$ cat config.mk
export PLATFORM = sky130hd
export DESIGN_NAME = dlsc_vga_input
export DESIGN_NICKNAME = d
export VERILOG_FILES = /design/src/rtl/dlsc_vga_input_pkg.sv /design/src/rtl/dlsc_vga_input_fifo.sv /design/src/rtl/dlsc_vga_input.sv
export SDC_FILE = /design/constraint.sdc
export NUM_CORES = 1
export LEC_CHECK = 0
export BUFFER_PORTS_ARGS = -buffer_cell sky130_fd_sc_hd__buf_2
export CORE_MARGIN = 8
export CORE_UTILIZATION = 35
export CTS_CLUSTER_SIZE = 28
export DETAILED_ROUTE_END_ITERATION = 6
export PLACE_DENSITY = 0.49
export SYNTH_ARGS = -nofsm -noshare
export SYNTH_HDL_FRONTEND = slang
export SYNTH_SLANG_ARGS = --single-unit
$ cat constraint.sdc
create_clock -name clk -period 8.2 [get_ports clk]
set_input_delay 1.23 -clock clk [delete_from_list [all_inputs] [get_ports clk]]
set_output_delay 1.23 -clock clk [all_outputs]
set_load 0.02 [all_outputs]
$ cat src/rtl/dlsc_vga_input_pkg.sv
// Shared widths, types and the pixel lane-packing helper for the VGA capture block.
//   pos_t  : 2-bit byte-lane selector
//   byte_t : one 8-bit colour channel
//   word_t : 32-bit packed pixel word
package dlsc_vga_input_pkg;

   localparam int unsigned POS_W  = 2;
   localparam int unsigned BYTE_W = 8;
   localparam int unsigned WORD_W = 32;

   typedef logic [POS_W-1:0]  pos_t;
   typedef logic [BYTE_W-1:0] byte_t;
   typedef logic [WORD_W-1:0] word_t;

   // Channels land in lane order r, g, b, a; a later channel overwrites an earlier one.
   function automatic word_t pack_pixel(
      input byte_t r, input byte_t g, input byte_t b, input byte_t a,
      input pos_t  pos_r, input pos_t pos_g, input pos_t pos_b, input pos_t pos_a
   );
      word_t w;
      w = '0;
      w[int'(pos_r)*BYTE_W +: BYTE_W] = r;
      w[int'(pos_g)*BYTE_W +: BYTE_W] = g;
      w[int'(pos_b)*BYTE_W +: BYTE_W] = b;
      w[int'(pos_a)*BYTE_W +: BYTE_W] = a;
      return w;
   endfunction

endpackage

$ cat src/rtl/dlsc_vga_input_fifo.sv
// Synchronous first-word-fall-through FIFO holding packed pixel words.
//   push/push_data : write when not full (full is judged before any same-cycle pop)
//   pop/pop_data   : pop_data is valid whenever empty is low; pop consumes it
//   full/empty     : occupancy flags derived from the registered count
module dlsc_vga_input_fifo
   import dlsc_vga_input_pkg::*;
#(
   parameter int unsigned FIFO_ADDR = 4
) (
   input  logic  clk,
   input  logic  rst,
   input  logic  push,
   input  word_t push_data,
   input  logic  pop,
   output word_t pop_data,
   output logic  full,
   output logic  empty
);

   localparam int unsigned DEPTH = 1 << FIFO_ADDR;
   localparam int unsigned CNT_W = FIFO_ADDR + 1;

   word_t                mem [DEPTH];
   logic [FIFO_ADDR-1:0] wr_ptr;
   logic [FIFO_ADDR-1:0] rd_ptr;
   logic [CNT_W-1:0]     count;
   logic                 do_push;
   logic                 do_pop;

   assign full     = (count == CNT_W'(DEPTH));
   assign empty    = (count == '0);
   assign do_push  = push && !full;
   assign do_pop   = pop && !empty;
   assign pop_data = mem[rd_ptr];

   // Pointer and occupancy tracking.
   always_ff @(posedge clk) begin
      if (rst) begin
         wr_ptr <= '0;
         rd_ptr <= '0;
         count  <= '0;
      end else begin
         if (do_push) wr_ptr <= wr_ptr + FIFO_ADDR'(1);
         if (do_pop)  rd_ptr <= rd_ptr + FIFO_ADDR'(1);
         case ({do_push, do_pop})
            2'b10:   count <= count + CNT_W'(1);
            2'b01:   count <= count - CNT_W'(1);
            default: count <= count;
         endcase
      end
   end

   // Storage array; contents are don't-care until written.
   always_ff @(posedge clk) begin
      if (do_push) mem[wr_ptr] <= push_data;
   end

endmodule

$ cat src/rtl/dlsc_vga_input.sv
// Video capture: samples a parallel pixel bus, packs accepted pixels into 32-bit
// words, buffers them in an FWFT FIFO and reports frame geometry.
//   clk, rst                    : clock, synchronous active-high reset
//   frame_start/frame_done      : one-cycle frame boundary pulses
//   overflow                    : sticky pixel-drop flag, cleared at frame end
//   size_error                  : pulses with frame_done when geometry mismatched
//   meas_width/meas_height      : last completed line width / frame height
//   hdisp/vdisp, pos_*          : expected geometry, byte lane per channel
//   px_*                        : incoming video bus
//   out_ready/out_valid/out_data: output stream
module dlsc_vga_input
   import dlsc_vga_input_pkg::*;
#(
   parameter int unsigned XBITS     = 12,
   parameter int unsigned YBITS     = 12,
   parameter int unsigned FIFO_ADDR = 4
) (
   input  logic             clk,
   input  logic             rst,
   output logic             frame_start,
   output logic             frame_done,
   output logic             overflow,
   output logic             size_error,
   output logic [XBITS-1:0] meas_width,
   output logic [YBITS-1:0] meas_height,
   input  logic [XBITS-1:0] hdisp,
   input  logic [YBITS-1:0] vdisp,
   input  logic [1:0]       pos_r,
   input  logic [1:0]       pos_g,
   input  logic [1:0]       pos_b,
   input  logic [1:0]       pos_a,
   input  logic             px_en,
   input  logic             px_vsync,
   input  logic             px_hsync,
   input  logic             px_frame_valid,
   input  logic             px_line_valid,
   input  logic             px_valid,
   input  logic [7:0]       px_r,
   input  logic [7:0]       px_g,
   input  logic [7:0]       px_b,
   input  logic [7:0]       px_a,
   input  logic             out_ready,
   output logic             out_valid,
   output logic [31:0]      out_data
);

   // Input register; deliberately not reset so that a frame already in
   // progress when rst releases is seen as level-high, not as a rising edge.
   logic       fv_q, prev_fv, lv_q, v_q, prev_lvf;
   logic [1:0] syncs_unused_q;
   byte_t      r_q, g_q, b_q, a_q;

   always_ff @(posedge clk) begin
      fv_q           <= px_en && px_frame_valid;
      prev_fv        <= fv_q;
      lv_q           <= px_line_valid;
      v_q            <= px_valid;
      prev_lvf       <= fv_q && lv_q;
      syncs_unused_q <= {px_vsync, px_hsync};
      r_q            <= px_r;
      g_q            <= px_g;
      b_q            <= px_b;
      a_q            <= px_a;
   end

   logic             armed;
   logic [XBITS-1:0] x;
   logic [YBITS-1:0] y;
   logic             line_err;

   logic             rise, fall, armed_c, lvf, line_end, qual;
   logic [XBITS-1:0] x_nxt;
   logic [YBITS-1:0] y_nxt;
   logic             err_nxt;
   logic             fifo_full, fifo_empty, fifo_push;
   word_t            fifo_rdata;

   assign rise     = fv_q && !prev_fv;
   assign fall     = !fv_q && prev_fv && armed;
   assign armed_c  = armed || rise;
   assign lvf      = fv_q && lv_q;
   assign line_end = prev_lvf && !lvf && armed;
   assign qual     = lvf && v_q && armed_c;

   // Next-state of the geometry counters; saturate rather than wrap.
   always_comb begin
      x_nxt   = x;
      y_nxt   = y;
      err_nxt = line_err;
      if (rise) begin
         x_nxt   = '0;
         y_nxt   = '0;
         err_nxt = 1'b0;
      end
      if (line_end) begin
         x_nxt = '0;
         if (y != '1)     y_nxt   = y + YBITS'(1);
         if (x != hdisp)  err_nxt = 1'b1;
      end else if (qual && (x_nxt != '1)) begin
         x_nxt = x_nxt + XBITS'(1);
      end
   end

   // Frame tracking, status pulses and measurement latches.
   always_ff @(posedge clk) begin
      if (rst) begin
         armed       <= 1'b0;
         x           <= '0;
         y           <= '0;
         line_err    <= 1'b0;
         frame_start <= 1'b0;
         frame_done  <= 1'b0;
         size_error  <= 1'b0;
         overflow    <= 1'b0;
         meas_width  <= '0;
         meas_height <= '0;
      end else begin
         armed       <= armed_c;
         x           <= x_nxt;
         y           <= y_nxt;
         line_err    <= err_nxt;
         frame_start <= rise;
         frame_done  <= fall;
         size_error  <= fall && (err_nxt || (y_nxt != vdisp));
         if (line_end) meas_width  <= x;
         if (fall)     meas_height <= y_nxt;
         // Once a pixel is lost the rest of the frame is dropped too.
         if (fall)                        overflow <= 1'b0;
         else if (qual && fifo_full)      overflow <= 1'b1;
      end
   end

   assign fifo_push = qual && !fifo_full && !overflow;

   dlsc_vga_input_fifo #(
      .FIFO_ADDR (FIFO_ADDR)
   ) u_fifo (
      .clk       (clk),
      .rst       (rst),
      .push      (fifo_push),
      .push_data (pack_pixel(r_q, g_q, b_q, a_q, pos_r, pos_g, pos_b, pos_a)),
      .pop       (out_ready),
      .pop_data  (fifo_rdata),
      .full      (fifo_full),
      .empty     (fifo_empty)
   );

   assign out_valid = !fifo_empty;
   assign out_data  = fifo_rdata;

endmodule

Word-level counts from Yosys, hierarchy flattened
Memory sizes are Yosys's and may differ from the RTL's. A register that Yosys moved wholly into a read port is not among the register bits.
Cells that the tools add are included.
Operators by class
  add/subtract/negate cells: 10
  equal/unequal tests: 7
  shifts and indexed selects: 8
  multiplexer cells: 16
  bitwise gates (word level): 1
  reduce and logical (&&, ||, !) cells: 28
Operators with widths (count)
  $neg 5->34: 4
  $shift 8x34->32 const A: 4
  $shiftx 8x34->32: 4
  $bwmux 32: 3
  $mux 12: 5
  $and 32x32->32: 1
  $add 12x1->12 const B: 2
  $ne 12x12->1: 2
  $ne 12x12->1 const B: 2
  $logic_and 1x1->1: 16
  $pmux 5 s2: 1
  $add 4x1->4 const B: 2
  $mux 4: 2
  $logic_not 1->1: 6
  $add 5x1->5 const B: 1
  $eq 5x5->1 const B: 1
  $logic_not 5->1: 1
  $mux 1: 5
  $sub 5x1->5 const B: 1
  $reduce_or 2->1: 2
  $eq 2x1->1 const B: 1
  $eq 2x2->1 const B: 1
  $logic_or 1x1->1: 2
  $reduce_bool 2->1: 1
Storage, ports and cells
  flip-flop bits (word level): 104
  bits in writable memories: 512
  output and inout bits: 61
  memories: 1
Memory list
  u_fifo.mem: words 16, width 32, rd ports 1, clocked after Yosys merged registers in 1, write ports 1, line dlsc_vga_input_fifo.sv:23  | word_t mem [DEPTH];

Depth between registers and ports, before layout
Gate-level depths: netlist of the first run.
  word-level depth: 9
  gate-level depth with buffers: 15
  depth with buffers taken out: 14

Hierarchy
From an unflattened synthesis of the first run, not the netlist that was laid out.
Unflattened totals
  cells, all modules: 1526
  area total of the unflattened synthesis: 24991.5 µm²
By module, submodules not included
  dlsc_vga_input_fifo: times used 1, cells an instance 915, area each 20173.1 µm², seq. area each 15715.1 µm²
  dlsc_vga_input: times used 1, cells an instance 611, area each 4818.4 µm², seq. area each 1821.7 µm²

Worst setup path after synthesis of the first run
No wires, ideal clock.
  path kind: reg-to-reg
  start: register fv_q
  end: memory u_fifo.mem[3][0] (netlist name) (enable)
  library setup time: 0.461 ns
  data arrival time: 3.612 ns
  data required time: 7.739 ns
  path slack: 4.127 ns
  stages on the path, launching flop included: 7
  period minus slack after synthesis: 4.073 ns
  cells stage by stage: dfxtp_1 and2b_1 buf_6 o211ai_2 nor3b_2 nand2_1 nor3_1
Between the ends
  longest elaborated chain between the ends: 8
  elaborated cells on any way between the ends: 10
  those cells by class: mux (2); reduce/logical (8)
Ends and longest elaborated chain
  start: declaration: line dlsc_vga_input.sv:49  | logic fv_q, prev_fv, lv_q, v_q, prev_lvf;
  start signal: assignment: line dlsc_vga_input.sv:54  | fv_q <= px_en && px_frame_valid;
  $logic_and 1x1->1, on equally long branches: line dlsc_vga_input.sv:81, dlsc_vga_input.sv:78
  $logic_and 1x1->1 / $logic_or 1x1->1 (equally long branches): line dlsc_vga_input.sv:83, dlsc_vga_input.sv:80
  $logic_and 1x1->1 (*): line dlsc_vga_input.sv:83  | assign qual = lvf && v_q && armed_c;
  $logic_and 1x1->1 (*) (2 in a row): line dlsc_vga_input.sv:133  | assign fifo_push = qual && !fifo_full && !overflow;
  $logic_and 1x1->1 (*): line dlsc_vga_input_fifo.sv:32  | assign do_push = push && !full;
  $mux 1 (*): line dlsc_vga_input_fifo.sv:55  | if (do_push) mem[wr_ptr] <= push_data;
  $mux 1 (not written as such) (*): line dlsc_vga_input_fifo.sv:55
  end: declaration: line dlsc_vga_input_fifo.sv:23
Mark *: on every way between the ends. The rest lies on a longest branch, timed or not.

==> results.md, run 1 <==
- Outcome: complete, no violations
- Die width: 282.2 um
- CORE AREA: 0.07015 sq mm
- I/O pin cnt: 134
- IO Port Bufs: 131
- Kind of critical path: register to output pin
- Final hold vios: 0
- Routed len/inst: 23.98 um
- Total wire length: 62120 um
- Pint: 5.430 mW
- CTS Root Cell: clkbuf_16
- Hold_sp: fv_q
- Initial antenna violation count: 9
- Number of synthesized flops with an enable pin: 512
- Share of cells above drive strength 1: 29.07%
- Drt initial violations: 1091
- Die Span Y: about 280 um
- Path category of the worst min-delay check: register to register
- Non-filler instance count after layout: 2590
- Cells after DPL: 2461
- Commonest non-fill, non-tap cells in the layout: edfxtp_1, mux4_2, buf_2
- Via Count: between 10000 and 15000
- Combinational share of power: about 3.2%
- Slew at the pin with the worst max-slew slack: 1.231 ns
- Cell taking the most area after synthesis: edfxtp_1
- Clk Latency, worst-skew pair: 0.60 ns
- CTS resizes: 0
- Commonest non-fill, non-tap cell in the layout: edfxtp_1
- Max-slew violations: 0
- Max FO, Critical Path: 87
- Worst flop-to-flop path startpoint: fv_q
- Largest net degree at the start of global routing: 88
- Crit share post-route: 59.59%
- Global-route wire length before repair: ~93000 um
- Mapped cell area: 0.02480 sq mm
- Ys Warns: 0
- Switching share of power: 20.29%
- WHS: ~0.43 ns
- Vias in the first global route: 14240
- TritonCTS buffer count: 69
- CTS tree: yes
- Final setup violation count: 0
- Achievable Freq: around 200 MHz
- Maximum clock path buffer count: 3
- Library cells used by synthesis: 67
- Clock Sinks: 620
- DRC viols: 0
- Syn Area/Cell: about 18 sq um
- Via density: 5.190
- Sequential cell area fraction in the yosys report: a little over two thirds
- Post-DP HPWL: 35150 um
- Clk_skew: 0.02100 ns
- Crit path time final: 4.886 ns
- Maximum VDD drop: 0.1427 mV
- Post-route ant nets: 0
- Yosys reg bits: 620
- Total gr overflow: 0
- Static Leak: 9.667 nW
- Unrepaired setup endpoints after global routing: false
- Clock share of power: between 40% and 50%
- DIE AREA: 0.07963 sq mm
- Post-synth ARST share: 0%
- Syn nets: 1508
- Area growth syn-to-layout: 17.86%
- Critical Path RT: 6.97 ns
- Drt pass-1 iters: 5
- GRT Overall Usage: ~16%
- Post-CTS Setup Bufs: 0
- Setup TNS: 0 ns
- CTS clock-pin slew for the worst setup and hold paths: ~0.06 ns
- Arr. time, crit path: 3.66 ns
- Gp weighted congestion: around 0.84
- Layout net count: 1695
- Reg power frac: 50.4%
- Setup ws final: 3.314 ns
- Hold_buf cts: 0
- Syn Inst Count: ~1400
- Slew HR: 17.35%
- Yosys top cell area share: roughly three fifths
- Starting Density: between 30% and 40%
- CP endpoint kind: output pin
- Final core occ: 41.67%
- Most used flip-flop cell after synthesis: edfxtp_1
- Max-cap violations: 0
- Num rows: 97
- CTS HTree Levels: 3
- PD cells: 233.1 mW/mm^2
- Switching pwr: 1.382 mW
- Type of origin of the critical path: register
- Largest cells by area after synthesis: edfxtp_1, mux4_2, dfxtp_1
- Pre-CTS setup slack: 3.799 ns
==> final cells by class <==
cell class | instances | area, sq um
antenna | 2 | 5.005
clock buffer | 94 | 1948
clock inverter | 33 | 391.6
fill | 6382 | 40920
inverter | 16 | 60.06
multi-input combinational | 702 | 7041
sequential | 620 | 17550
tap | 940 | 1176
timing repair buffer | 183 | 1059
==> per-layer routing <==
metal | vias up | GRT usage (%) | share of wire (%)
met5 | - | 0 | 0.089
met4 | 10 | 4.282 | 1.9
met3 | 90 | 3.307 | 6.4
met2 | 419 | 25.75 | 48
met1 | 6911 | 21.28 | 44
li1 | 6012 | - | -
==> metrics by stage <==
| stage | power (mW) | cell area (sq um) |
|---|---|---|
| after floorplan | 3.634 | 24800 |
| after global placement | 3.721 | 26880 |
| after detailed placement | 3.726 | 26880 |
| after CTS | 6.906 | 29220 |
| after global routing | 7.042 | 29220 |
| final | 6.812 | 29230 |
==> flip-flops by register name (all words and copies together) (netlist names), 4 cells and up, named ones only <==
name and count:
r_q 8, y 12, u_fifo.rd_ptr 4, u_fifo.mem 512, meas_width 12, a_q 8, u_fifo.wr_ptr 4, b_q 8
x 12, meas_height 12, u_fifo.count 5, g_q 8
==> path summary, 6_finish.rpt <==
kind                      to  slack [ns]  depth (start not counted)
max reg2reg  u_fifo.count[4]        4.68                         13
max             out_data[23]        3.31                          4
min                  prev_fv        0.43                          0
min reg2reg          prev_fv        0.43                          0
==> critical path: stages (launching register included) <==
cell     delay, ns
dfxtp_4       0.95
buf_12        0.68
mux4_2        0.60
mux4_2        0.57
buf_2         0.20
==> cell families after synthesis <==
| group | share of synthesized area (%) |
|---|---|
| flip-flops | 70.71 |
| AND/OR/NAND/NOR | 5.620 |
| AO/OA/AOI/OAI | 4.737 |
| multiplexers | 14.73 |
| buffers and inverters | 1.342 |
| XOR/XNOR | 1.342 |
| adder cells (fa/ha/maj) | 1.514 |
==> power groups by stage <==
stage          logic [mW]  clock network, mW  registers [mW]
6_report            0.221               3.16            3.43
5_1_grt             0.242               3.36            3.44
4_1_cts             0.225               3.25            3.43
3_5_place_dp        0.224                  0            3.50
3_3_place_gp        0.220                  0            3.50
2_1_floorplan       0.144                  0            3.49
==> cell usage after synthesis, types with 3 or more instances <==
| master | instances |
|---|---|
| nand4_1 | 9 |
| or3_1 | 11 |
| nor4_1 | 9 |
| ha_1 | 30 |
| nor2_1 | 78 |
| edfxtp_1 | 512 |
| or4_1 | 4 |
| nand2_1 | 100 |
| nor4b_1 | 4 |
| a221o_1 | 8 |
| nor3_1 | 19 |
| a31oi_1 | 3 |
| nand2b_1 | 6 |
| buf_1 | 19 |
| xnor2_1 | 11 |
| clkbuf_1 | 40 |
| mux2i_1 | 5 |
| inv_1 | 15 |
| a22oi_1 | 26 |
| a22o_1 | 8 |
| xor2_1 | 27 |
| dfxtp_1 | 108 |
| o211ai_1 | 7 |
| buf_2 | 5 |
| and2_1 | 8 |
| and3_1 | 7 |
| o21ai_0 | 46 |
| nor4bb_1 | 3 |
| mux4_2 | 160 |
| nand3_1 | 10 |
| a21oi_1 | 60 |
Note: power is estimated with default switching activity, not from simulation.
==> run 2, diff against run 1 <==
- ABC_AREA: not set -> 1
- PLACE_DENSITY: 0.49 -> 0.48
- clock period: 8.2 -> 4.5 ns (I/O delays scaled with it)
==> results.md, run 2 <==
- Mapped cell area: 0.02639 sq mm (+6.4%)
- Slew at the pin with the worst max-slew slack: 1.168 ns (-0.06336 ns)
- Largest net degree at the start of global routing: 129 (+47%)
- Library cells used by synthesis: 44 (-34%)
- Worst path slowest cell: dfxtp_4
- Post-route ant nets: 0 (unchanged)
- Post-synth top cells: edfxtp_1, inv_1, nand2_1
- Combinational share of power: 22.1% (+19 points)
- PD cells: 497.6 mW/mm^2 (+110%)
- Clk Latency, worst-skew pair: 0.60 ns (about the same)
- CTS HTree Levels: 3 (unchanged)
- Outcome: complete, no violations
- CP endpoint kind: output pin
- CTS clock-pin slew for the worst setup and hold paths: 0.06 ns (about the same)
- Commonest non-fill, non-tap cell in the layout: edfxtp_1
- Type of origin of the critical path: register
- Max FO, Critical Path: 61 (-30%)
- Arr. time, crit path: 2.85 ns (-0.81 ns)
- DRC viols: 0 (unchanged)
- Sequential cell area fraction in the yosys report: 66.45% (-4.3 points)
- Critical Path RT: 3.83 ns (-3.14 ns)
- Top reg by flops: u_fifo.mem
- Area of the multi-input gates: 0.007478 sq mm (+6.2%)
- Syn Area/Cell: 11.65 sq um (-34%)
- Initial antenna violation count: 3 (-6)
- Switching share of power: 30.09% (+9.8 points)
- Post-CTS Setup Bufs: 0 (unchanged)
- Number of synthesized flops with an enable pin: 512 (unchanged)
- Layout net count: 2513 (+48%)
- FF/Latch Area: 0.01755 sq mm (unchanged)
- CTS Root Cell: clkbuf_16
- Final core occ: 41.21% (-0.46 points)
- Post-DP HPWL: 42530 um (+21%)
- Maximum clock path buffer count: 3 (unchanged)
- Crit-path cells: buf_4, a21oi_1, o21ai_0, o21ai_0, o211ai_1, nand2_1, buf_2
- Fillers: 7079 (+11%)
- Max-slew violations: 0 (unchanged)
- CORE AREA: 0.07457 sq mm (+6.3%)
- Final hold vios: 0 (unchanged)
- Setup TNS: 0 ns (unchanged)
- Max reg flops: 512 (unchanged)
- Starting Density: 35.39% (+0.038 points)
- Count of buffer and inverter cells on the critical path: 2 (unchanged)
- Share of cells above drive strength 1: 13.27% (-16 points)
- CTS tree: yes
- Slew HR: 22.04% (+4.7 points)
- Path category of the worst min-delay check: input pin to register
- Reg power frac: 42.0% (-8.4 points)
- Commonest non-fill, non-tap cells in the layout: edfxtp_1, inv_1, nand2_1
- N_diodes: 0 (-2)
- Achievable Freq: 283.6 MHz
- Drt pass-1 iters: 5 (unchanged)
- Syn nets: 2368 (+57%)
- TritonCTS buffer count: 70 (+1.4%)
- Global-route wire length before repair: 107400 um (+16%)
- Kind of critical path: register to output pin
- Area growth syn-to-layout: 16.45%
- Most common cell on crit path: o21ai_0
- Yosys reg bits: 620 (unchanged)
- Gp weighted congestion: 0.8703 (+3.9%)
- IO Port Bufs: 131 (unchanged)
- Switching pwr: 4.601 mW (+230%)
- Top delay family on crit path: flip-flops
- Yosys top cell area share: 58.26% (-3.7 points)
- Maximum VDD drop: 0.4281 mV (+200%)
- Max-cap violations: 0 (unchanged)
- Cell taking the most area after synthesis: edfxtp_1
- Clock Sinks: 620 (unchanged)
- Via Count: 17400 (+29%)
- Ys Warns: 0 (unchanged)
- CTS resizes: 0 (unchanged)
- Hold_buf cts: 0 (unchanged)
- Crit share post-route: 78.36%
- Total wire length: 71290 um (+15%)
- I/O pin cnt: 134 (unchanged)
- Most used flip-flop cell after synthesis: edfxtp_1
- Clock share of power: 36.0% (-10 points)
- Num rows: 100 (+3.1%)
- Total gr overflow: 0 (unchanged)
- Top-count cell post-synth: edfxtp_1
- CP max stage delay: 0.88 ns (-0.07 ns)
- Static Leak: 11.14 nW (+15%)
- Pint: 10.69 mW (+97%)
- Final setup violation count: 0 (unchanged)
- Clk_skew: 0.01526 ns (-0.005744 ns)
- Die width: 290.6 um (+3.0%)
- Post-synth ARST share: 0% (unchanged)
- DIE AREA: 0.08445 sq mm (+6.0%)
- Drt initial violations: 1147 (+5.1%)
- Unrepaired setup endpoints after global routing: false
- Crit path time final: 3.526 ns
- Die Span Y: 290.6 um (+3.0%)
- Via density: 5.070 (-2.3%)
- Vias in the first global route: 17260 (+21%)
- Syn Inst Count: 2265 (+61%)
- GRT Overall Usage: 16.48% (+0.75 points)
- Largest cells by area after synthesis: edfxtp_1, dfxtp_1, mux2i_1
- Routed len/inst: 20.77 um (-13%)
[run 2: layout make-up]
cell class                      count  area share (%)
Clock buffer                       93           6.254
Sequential cell                   620           57.10
Inverter                          277           3.400
Clock inverter                     33          0.9160
Multi-Input combinational cell   1255           24.33
Tap cell                          969           3.945
Timing Repair Buffer              186           4.047
[run 2: cells by family (layout without fill, tap and decap cells)]
logic type	Yosys count	count (layout)	share of synthesized area [%]
mux	128	128	4.855
simple gates	499	499	8.225
compound gates	582	582	12.73
flops	620	620	66.45
buf+inv	390	589	5.789
xor+xnor	16	16	0.5310
fa+ha+maj	30	30	1.422
[run 2: final timing paths]
kind / from / endpoint / slack [ns] / cells past startpoint
max reg2reg: fv_q / u_fifo.mem[5][29] / 1.39 / 7
max: register / out_data[15] / 0.97 / 7
min reg2reg: fv_q / prev_fv / 0.42 / 0
min: px_a[2] / a_q[2] / 0.18 / 1
[run 2: power by group through the flow]
stage | sequential (mW) | combinational (mW) | clock, mW
2_1_floorplan | 6.43 | 2.47 | 0
3_3_place_gp | 6.54 | 3.41 | 0
3_5_place_dp | 6.54 | 3.45 | 0
4_1_cts | 6.42 | 3.46 | 5.66
5_1_grt | 6.43 | 3.78 | 5.87
6_report | 6.42 | 3.38 | 5.50
[run 2: stage by stage]
step | std cells | area [sq um] | total power, mW | hold slack (ns) | worst slack (ns)
2_1_floorplan | 2265 | 26390 | 8.901 | 0.3868 | 1.317
3_3_place_gp | 3307 | 28530 | 9.950 | 0.3952 | 1.382
3_5_place_dp | 3307 | 28530 | 9.993 | 0.4074 | 1.334
4_1_cts | 3433 | 30730 | 15.54 | 0.1412 | 0.8848
5_1_grt | 3433 | 30730 | 16.08 | 0.1489 | 0.7007
6_report | 3433 | 30730 | 15.29 | 0.1821 | 0.9740
[run 2: layer usage]
metal / wire length (um) / part of all wire [%] / track usage [%]
met1: 32470 / 46 / 21.85
met2: 34510 / 48 / 28.12
met3: 2839 / 4.0 / 2.604
met4: 1466 / 2.1 / 3.997
met5: 0 / 0 / 0
==> run 3, diff against run 2 <==
- ABC_AREA: 1 -> 0
- PLACE_DENSITY: 0.48 -> 0.49
- clock period: 4.5 -> 3.6 ns (I/O delays scaled with it)
==> results.md, run 3 (synthesis gave the netlist of run 1 again) <==
- Initial antenna violation count: 7 (+4)
- CTS tree: yes
- Global-route wire length before repair: 94250 um (-12%)
- Reg2reg path depth: 14 (+7)
- Die width: 282.2 um (-2.9%)
- Clk Latency, worst-skew pair: 0.60 ns (about the same)
- Drt initial violations: 1034 (-9.9%)
- Via density: 5.267 (+3.9%)
- Static Leak: 9.755 nW (-12%)
- Maximum VDD drop: 0.2823 mV (-34%)
- Max FO, Critical Path: 22 (-64%)
- Commonest non-fill, non-tap cell in the layout: edfxtp_1
- Final setup violation count: 0 (unchanged)
- DIE AREA: 0.07963 sq mm (-5.7%)
- Levels on crit path: 5 (-2)
- I/O pin cnt: 134 (unchanged)
- Starting Density: 35.35% (-0.038 points)
- Top reg by flops: u_fifo.mem
- Reg power frac: 51.8% (+9.8 points)
- Final hold vios: 0 (unchanged)
- Drt pass-1 iters: 5 (unchanged)
- Maximum clock path buffer count: 3 (unchanged)
- Top delay family on crit path: multiplexers
- Critical Path RT: 3.06 ns (-0.77 ns)
- Worst flop-to-flop path startpoint: fv_q
- R2r endpoint: u_fifo.count[4]
- Max-slew violations: 0 (unchanged)
- Combinational share of power: 3.6% (-19 points)
- Slew HR: 29.56% (+7.5 points)
- Clock Sinks: 620 (unchanged)
- Die Span Y: 282.2 um (-2.9%)
- CTS clock-pin slew for the worst setup and hold paths: 0.06 ns (about the same)
- Total gr overflow: 0 (unchanged)
- Pint: 11.88 mW (+11%)
- Crit-path cells: buf_12, buf_12, mux4_2, mux4_2, buf_2
- Worst path slowest cell: mux4_2
- Hold_buf cts: 0 (unchanged)
- Kind of critical path: register to output pin
- Largest net degree at the start of global routing: 50 (-61%)
- Clock share of power: 44.6% (+8.6 points)
- Post-route ant nets: 0 (unchanged)
- Via Count: 13780 (-21%)
- Type of origin of the critical path: register
- Switching pwr: 3.188 mW (-31%)
- Gp weighted congestion: 0.8622 (-0.93%)
- Endpoint, Worst Hold: b_q[6]
- CP max stage delay: 0.52 ns (-0.36 ns)
- Fillers: 6335 (-11%)
- Unrepaired setup endpoints after global routing: false
- Outcome: complete, no violations
- IO Port Bufs: 131 (unchanged)
- Total wire length: 64170 um (-10%)
- DRC viols: 0 (unchanged)
- Layout net count: 1726 (-31%)
- Switching share of power: 21.15% (-8.9 points)
- Path category of the worst min-delay check: input pin to register
- CTS HTree Levels: 3 (unchanged)
- FF/Latch Area: 0.01755 sq mm (unchanged)
- CORE AREA: 0.07015 sq mm (-5.9%)
- Hold path cells: 1 (unchanged)
- Crit share post-route: between 90% and 100%
- Post-DP HPWL: 38840 um (-8.7%)
- Share of cells above drive strength 1: 30.51% (+17 points)
- Routed len/inst: 24.52 um (+18%)
- M1 WL: 28950 um (-11%)
- GRT Overall Usage: 16.00% (-0.48 points)
- Num rows: 97 (-3.0%)
- Commonest non-fill, non-tap cells in the layout: edfxtp_1, mux4_2, buf_2
- CP endpoint kind: output pin
- Area of the multi-input gates: 0.007066 sq mm (-5.5%)
- Post-CTS Setup Bufs: 0 (unchanged)
- Crit path time final: 3.385 ns
- Hold_sp: px_b[6]
- Setup TNS: 0 ns (unchanged)
- Area growth syn-to-layout: 18.83%
- Max reg flops: 512 (unchanged)
- Max-cap violations: 0 (unchanged)
- Final core occ: 42.01% (+0.80 points)
- R2R setup slack: 0.61 ns (-0.78 ns)
- PD cells: 511.5 mW/mm^2 (+2.8%)
- Count of buffer and inverter cells on the critical path: 3 (+1)
- CTS resizes: 0 (unchanged)
- Arr. time, crit path: 2.84 ns (about the same)
- Achievable Freq: 295.4 MHz
- Met3 Wirelength: 3615 um (+27%)
- TritonCTS buffer count: 68 (-2.9%)
- Clk_skew: 0.01423 ns (-0.001032 ns)
- Slew at the pin with the worst max-slew slack: 1.053 ns (-0.1155 ns)
- CTS Root Cell: clkbuf_16
- Highest Signal Layer: met5
- Vias in the first global route: 14380 (-17%)
- Met2 WL post-DR: 30210 um (-12%)
[run 3: changes by cell type in the layout (fill, tap and decap cells not counted), sizes merged, moves of 22 or more]
cell	previous run	this run
a22oi	0	26
nand2	242	101
o21ai	228	46
mux2i	128	5
buf	186	215
o22ai	32	1
nor2	112	78
a21oi	167	61
inv	278	24
o211ai	128	8
nand3	114	12
mux4	0	160
xor2	5	27
[run 3: cell type report]
type / count / area share [%]
sequential: 620 / 59.55
multi-input combinational: 702 / 23.98
clock buffer: 86 / 6.292
timing repair buffer: 215 / 5.001
tap: 940 / 3.991
clock inverter: 36 / 0.9680
inverter: 16 / 0.2038
antenna: 2 / 0.01698
[run 3: power by group through the flow]
stage	clock [mW]	combinational (mW)	sequential (mW)
5_1_grt	7.18	0.583	7.81
4_1_cts	6.92	0.544	7.81
3_3_place_gp	0	0.533	7.97
2_1_floorplan	0	0.327	7.95
3_5_place_dp	0	0.543	7.97
6_report	6.72	0.537	7.81
[run 3: how the worst max path moves through the flow]
stage,start,to,slack (ns)
after global placement,u_fifo.count[1],u_fifo.count[4],0.64
final,register,out_data[13],0.22
after global routing,register,out_data[20],0.07
after detailed placement,pos_r[0],u_fifo.mem[6][0],0.58
after floorplan,fv_q,u_fifo.mem[7][0],0.38
after CTS,register,out_data[14],0.10
[run 3: metal layers]
layer  vias to the layer above  global-route usage, %
met5                         -                      0
met4                        12                  4.675
met3                       104                  3.439
met2                       392                  25.87
met1                      7186                  21.72
li1                       6090                      -
[run 3: metrics by stage]
step / area (sq um) / total power, mW / hold slack (ns) / worst slack, ns / cells
2_1_floorplan: 24820 / 8.278 / 0.3912 / 0.3812 / 1405
3_3_place_gp: 27330 / 8.498 / 0.4092 / 0.6384 / 2493
3_5_place_dp: 27330 / 8.510 / 0.4181 / 0.5829 / 2493
4_1_cts: 29460 / 15.28 / 0.002277 / 0.1015 / 2615
5_1_grt: 29460 / 15.58 / 0.02089 / 0.07022 / 2615
6_report: 29470 / 15.07 / 0.04239 / 0.2151 / 2617
